[src/rtl/exec_monitor.sv]
// Run monitor for the multicycle RV64 core.
// Classifies fetched instructions, counts them, and flags halt or watchdog expiry.
module exec_monitor #(
   parameter int unsigned CNT_W       = 32,
   parameter int unsigned PC_W        = 64,
   parameter int unsigned TIMEOUT_CYC = 10000,
   parameter logic [31:0] HALT_INSTR  = 32'h0000006F,
   parameter int unsigned HALT_REPEAT = 3
) (
   input  logic             clk,
   input  logic             reset,
   input  logic             clear,
   input  logic             instr_valid,
   input  logic [31:0]      instr,
   input  logic [PC_W-1:0]  pc,
   input  logic [2:0]       rd_sel,
   output logic [CNT_W-1:0] rd_count,
   output logic [CNT_W-1:0] instr_count,
   output logic [CNT_W-1:0] cycle_count,
   output logic             running,
   output logic             halted,
   output logic             timeout
);

   localparam int REP_W = $clog2(HALT_REPEAT) + 1;

   typedef enum logic [1:0] {
      IDLE,
      RUN,
      HLT,
      TMO
   } state_t;

   state_t           state;
   logic [CNT_W-1:0] cls_cnt [8];
   logic [PC_W-1:0]  last_pc;
   logic [REP_W-1:0] rep_cnt;
   logic [2:0]       cls;
   logic             accept;
   logic             same_pc;
   logic             halt_hit;
   logic             wd_hit;

   function automatic logic [CNT_W-1:0] sat_inc(input logic [CNT_W-1:0] v);
      return (&v) ? v : v + 1'b1;
   endfunction

   // opcode -> instruction class
   always_comb begin
      cls = 3'd7;
      case (instr[6:0])
         7'b0110011: cls = 3'd0;
         7'b0010011: cls = 3'd1;
         7'b0000011: cls = 3'd2;
         7'b0100011: cls = 3'd3;
         7'b1100011: cls = 3'd4;
         7'b0110111,
         7'b0010111: cls = 3'd5;
         7'b1101111,
         7'b1100111: cls = 3'd6;
         default:    cls = 3'd7;
      endcase
   end

   // fetch acceptance, halt detection and watchdog compare
   always_comb begin
      accept   = instr_valid && (state == IDLE || state == RUN);
      same_pc  = (pc == last_pc);
      halt_hit = instr_valid && (state == RUN) &&
                 ((instr == HALT_INSTR) ||
                  (same_pc && rep_cnt == REP_W'(HALT_REPEAT - 2)));
      wd_hit   = (TIMEOUT_CYC != 0) && (state == RUN) &&
                 (64'(cycle_count) == 64'(TIMEOUT_CYC) - 64'd1);
   end

   assign rd_count = cls_cnt[rd_sel];

   // run-state FSM with registered status flags; halt beats watchdog
   always_ff @(posedge clk or posedge reset) begin
      if (reset) begin
         state   <= IDLE;
         running <= 1'b0;
         halted  <= 1'b0;
         timeout <= 1'b0;
      end else if (clear) begin
         state   <= IDLE;
         running <= 1'b0;
         halted  <= 1'b0;
         timeout <= 1'b0;
      end else begin
         unique case (state)
            IDLE: if (instr_valid) begin
               state   <= RUN;
               running <= 1'b1;
            end
            RUN: if (halt_hit) begin
               state   <= HLT;
               running <= 1'b0;
               halted  <= 1'b1;
            end else if (wd_hit) begin
               state   <= TMO;
               running <= 1'b0;
               timeout <= 1'b1;
            end
            HLT: state <= HLT;
            TMO: state <= TMO;
         endcase
      end
   end

   // saturating counters and repeat-PC tracking
   always_ff @(posedge clk or posedge reset) begin
      if (reset) begin
         for (int i = 0; i < 8; i++) cls_cnt[i] <= '0;
         instr_count <= '0;
         cycle_count <= '0;
         last_pc     <= '0;
         rep_cnt     <= '0;
      end else if (clear) begin
         for (int i = 0; i < 8; i++) cls_cnt[i] <= '0;
         instr_count <= '0;
         cycle_count <= '0;
         last_pc     <= '0;
         rep_cnt     <= '0;
      end else begin
         if (state == RUN) cycle_count <= sat_inc(cycle_count);
         if (accept) begin
            cls_cnt[cls] <= sat_inc(cls_cnt[cls]);
            instr_count  <= sat_inc(instr_count);
            last_pc      <= pc;
            if (!same_pc)      rep_cnt <= '0;
            else if (~&rep_cnt) rep_cnt <= rep_cnt + 1'b1;
         end
      end
   end

endmodule

[config.mk]
export PLATFORM = sky130hd
export DESIGN_NAME = exec_monitor
export DESIGN_NICKNAME = d
export VERILOG_FILES = /design/src/rtl/exec_monitor.sv
export SDC_FILE = /design/constraint.sdc
export NUM_CORES = 1
export LEC_CHECK = 0
export CAP_MARGIN = 10
export CORE_MARGIN = 10
export CORE_UTILIZATION = 35
export DETAILED_ROUTE_END_ITERATION = 10
export MAX_ROUTING_LAYER = met4
export SETUP_SLACK_MARGIN = 0.4
export SYNTH_ARGS = -nofsm -noshare
export SYNTH_HDL_FRONTEND = slang
export SYNTH_SLANG_ARGS = --single-unit
[constraint.sdc]
create_clock -name clk -period 12.1 [get_ports clk]
set_clock_uncertainty 0.15 [all_clocks]
set_input_delay 1.815 -clock clk [delete_from_list [all_inputs] [get_ports clk]]
set_output_delay 1.815 -clock clk [all_outputs]
set_load 0.01 [all_outputs]
==> results by group <==
STA
  – Rel. slew slack: 8.96%
  – Worst slew pin tran: 1.37 ns
  – Final setup TNS: 0 ns
  – Tmin final: 7.93 ns
  – Final Max Tran Viols: 0
  – PnR worst setup slack: 4.17 ns
  – Endpoints failing setup: 0
  – Achievable Freq: 0.126 GHz
  – Unrepaired setup endpoints after global routing: false
  – Fin crit share: 65.6%
  – Final Hold Vio Count: 0

GRT
  – First-pass GRT wire length: 112000 um
  – Total track usage: 21.0%
  – GRT overflow: 0
  – Largest net degree at the start of global routing: 160
  – Vias in the first global route: 18089
  – Initial antenna violation count: 5

Synthesis
  – Avg Synthesized Cell Area: 10.1 um2
  – Mapped Nets: 2169
  – Post-synth EDFFs: 0
  – Cell variety after synth: 70
  – Synth warn: 0
  – Synth area leader: dfrtp_1
  – Synthesized area: 0.0209 mm2
  – Yosys reg bits: 392
  – Synth top area cells: dfrtp_1, mux4_2, nand2_1
  – Synth top area share: 46.9%
  – Mux share of post-synthesis cell area: 11.0%
  – Area share of fa/ha/maj cells after synthesis: 0.359%
  – Post-synthesis sequential area ratio: 46.9%
  – Largest family of logic cells by synthesized area: simple AND/OR/NAND/NOR gates
  – Synth async-reset ratio: 100%
  – Simple-gate share of the synthesized area: 18.8%
  – XOR/XNOR Fraction of Synth Area: 6.05%
  – Mapped Cells: 2060
  – Post-synthesis compound-gate area fraction: 13.9%
  – Top FF cell, synth: dfrtp_1

Worst setup path
  – FF-to-FF End: cls_cnt[179]
  – Worst Setup SP: instr[6]
  – Crit path DAT: 8.19 ns
  – Slowest CP cell: a2111oi_0
  – CP Max Fanout: 18
  – Startpoint types: input pin
  – CP endpoint: cls_cnt[179]
  – Crit path cell chain: clkdlybuf4s50_1, nand3b_1, a21oi_4, nor2_2, a2111oi_0, nand3_1, or4_1, nor4_4, buf_4, nor3_1, xor2_1, o21ai_0
  – Delay of the slowest critical-path stage: 1.07 ns
  – Critical R2R Launch: cls_cnt[218]
  – Crit end category: flop
  – R2R Setup Slk: 7.56 ns
  – Crit Path Class: input pin to flop
  – R2R depth: 11
  – Worst Path Required: 12.36 ns

Pwr
  – Worst IR drop on VDD: 88.3 uV
  – Power Dens Cells: 124 mW/mm2
  – Clk pwr share: 46.1%
  – Sw Ratio: 26.1%
  – Leak Pwr: 10.5 nW
  – Comb pwr share: 10.6%
  – Power Internal: 2.32 mW
  – Switching power: 0.818 mW
  – Register share of total power: 43.4%

Layout
  – Area grow syn2layout: 21.0%
  – Layout cells sized above 1: 12.3%
  – Commonest non-fill, non-tap cell in the layout: dfrtp_1
  – Commonest non-fill, non-tap cells in the layout: dfrtp_1, nand2_1, clkdlybuf4s50_1
  – Nets: 2334

Detailed routing
  – DRT Pass-1 Iters: 8
  – Initial DRC count: 1817
  – Post-detailed-route via-to-cell ratio: 5.87
  – DRT antenna net count: 0
  – Total wire length: 73100 um
  – Routed len/inst: 24.1 um
  – DRC: 0
  – Via count: 17819

Clock network
  – CTS-repair resized insts: 0
  – Max clock buf depth: 3
  – CTS tree: yes
  – Root buf cell: clkbuf_16
  – CTS Hold Bufs: 0
  – CTS Sinks: 392
  – TritonCTS buffer count: 47
  – H-tree depth: 2
  – Clk pin slew, worst setup/hold paths: 0.06 ns
  – Post-CTS Setup Inserts: 0
  – Worst skew pair latency: 0.59 ns

Floorplanning
  – FP Rows: 89
  – Core Box Area: 0.0591 mm2
  – Die height: 264 um
  – DIE WIDTH: 264 um
  – Area of the die: 0.0699 mm2
  – Ports: 202
  – Starting Density: 35.3%

Placement
  – Placed wire-length estimate: 47100 um
  – RePlAce Congestion: 0.960
  – Setup WS pre-CTS: 3.77 ns
  – IO buf count: 201

Flow run
  – Max_cap viols: 0

Hold path
  – Hold/Removal Path Class: flop to flop

Outcome
  – Status: finished, final reports clean
## how the worst min path moves through the flow
stage,startpoint,end,depth (start not counted)
detailed placement,last_pc[39],last_pc[39],2
global route,last_pc[62],last_pc[62],2
CTS,last_pc[8],last_pc[8],2
global placement,last_pc[0],last_pc[0],2
finish,last_pc[9],last_pc[9],2
floorplan,cls_cnt[10],cls_cnt[10],2
## kinds of logic (layout without fill, tap and decap cells)
kind of cell	Yosys count	after routing
adder cells (fa/ha/maj)	6	6
XOR/XNOR	134	134
multiplexers	135	135
buffers and inverters	152	352
other	0	4
AO/OA/AOI/OAI	435	435
flip-flops	392	392
AND/OR/NAND/NOR	806	806
## power by group through the flow
stage | registers, mW | clock network, mW | logic (mW)
final | 1.36 | 1.44 | 0.332
after floorplan | 1.38 | 0 | 0.192
after global placement | 1.38 | 0 | 0.326
after global routing | 1.36 | 1.53 | 0.356
after detailed placement | 1.38 | 0 | 0.330
after CTS | 1.36 | 1.47 | 0.331
## layout make-up
cell class / count / area, um2
Clock buffer: 72 / 1410
Inverter: 25 / 97.6
Antenna cell: 4 / 10.0
Fill cell: 5579 / 33800
Multi-Input combinational cell: 1516 / 10500
Timing Repair Buffer: 243 / 2320
Sequential cell: 392 / 9810
Clock inverter: 12 / 146
Tap cell: 773 / 967
## synth_stat cells, types with 42 or more instances
cell / n
clkbuf_1: 99
nand2_1: 356
xor2_1: 42
dfrtp_1: 392
mux2_2: 42
nand3_1: 47
nor2_1: 115
nand4_1: 46
mux4_2: 72
a22o_1: 103
xnor2_1: 83
nand3b_1: 67
o21ai_0: 182
## worst max-delay path: cells and delay by family
kind	cells	cell delay, ns
AND/OR/NAND/NOR	6	2.64
AO/OA/AOI/OAI	3	1.99
buffers and inverters	2	1.25
XOR/XNOR	1	0.48
## sequential cells by signal, summed over array words and instances, names as in the netlist
register     cells
cls_cnt        256
running          1
timeout          1
state            2
halted           1
last_pc         64
instr_count     32
cycle_count     32
rep_cnt          3
## per-layer routing
layer / wire length (um) / global-route usage [%]
met5: 0 / -
met4: 2430 / 7.44
met3: 7050 / 5.75
met2: 33600 / 32.2
met1: 30000 / 26.4
## per-stage QoR
step	util [%]	power [mW]	hold WS, ns	instances	area (um2)
final	42.8	3.13	0.334	3037	25300
after global routing	42.8	3.24	0.359	3037	25300
after CTS	42.8	3.16	0.339	3032	25300
after detailed placement	40.1	1.71	0.326	2948	23700
after global placement	40.1	1.71	0.320	2948	23700
after floorplan	-	1.57	0.307	2060	20900
Note: power is estimated with default switching activity, not from simulation.
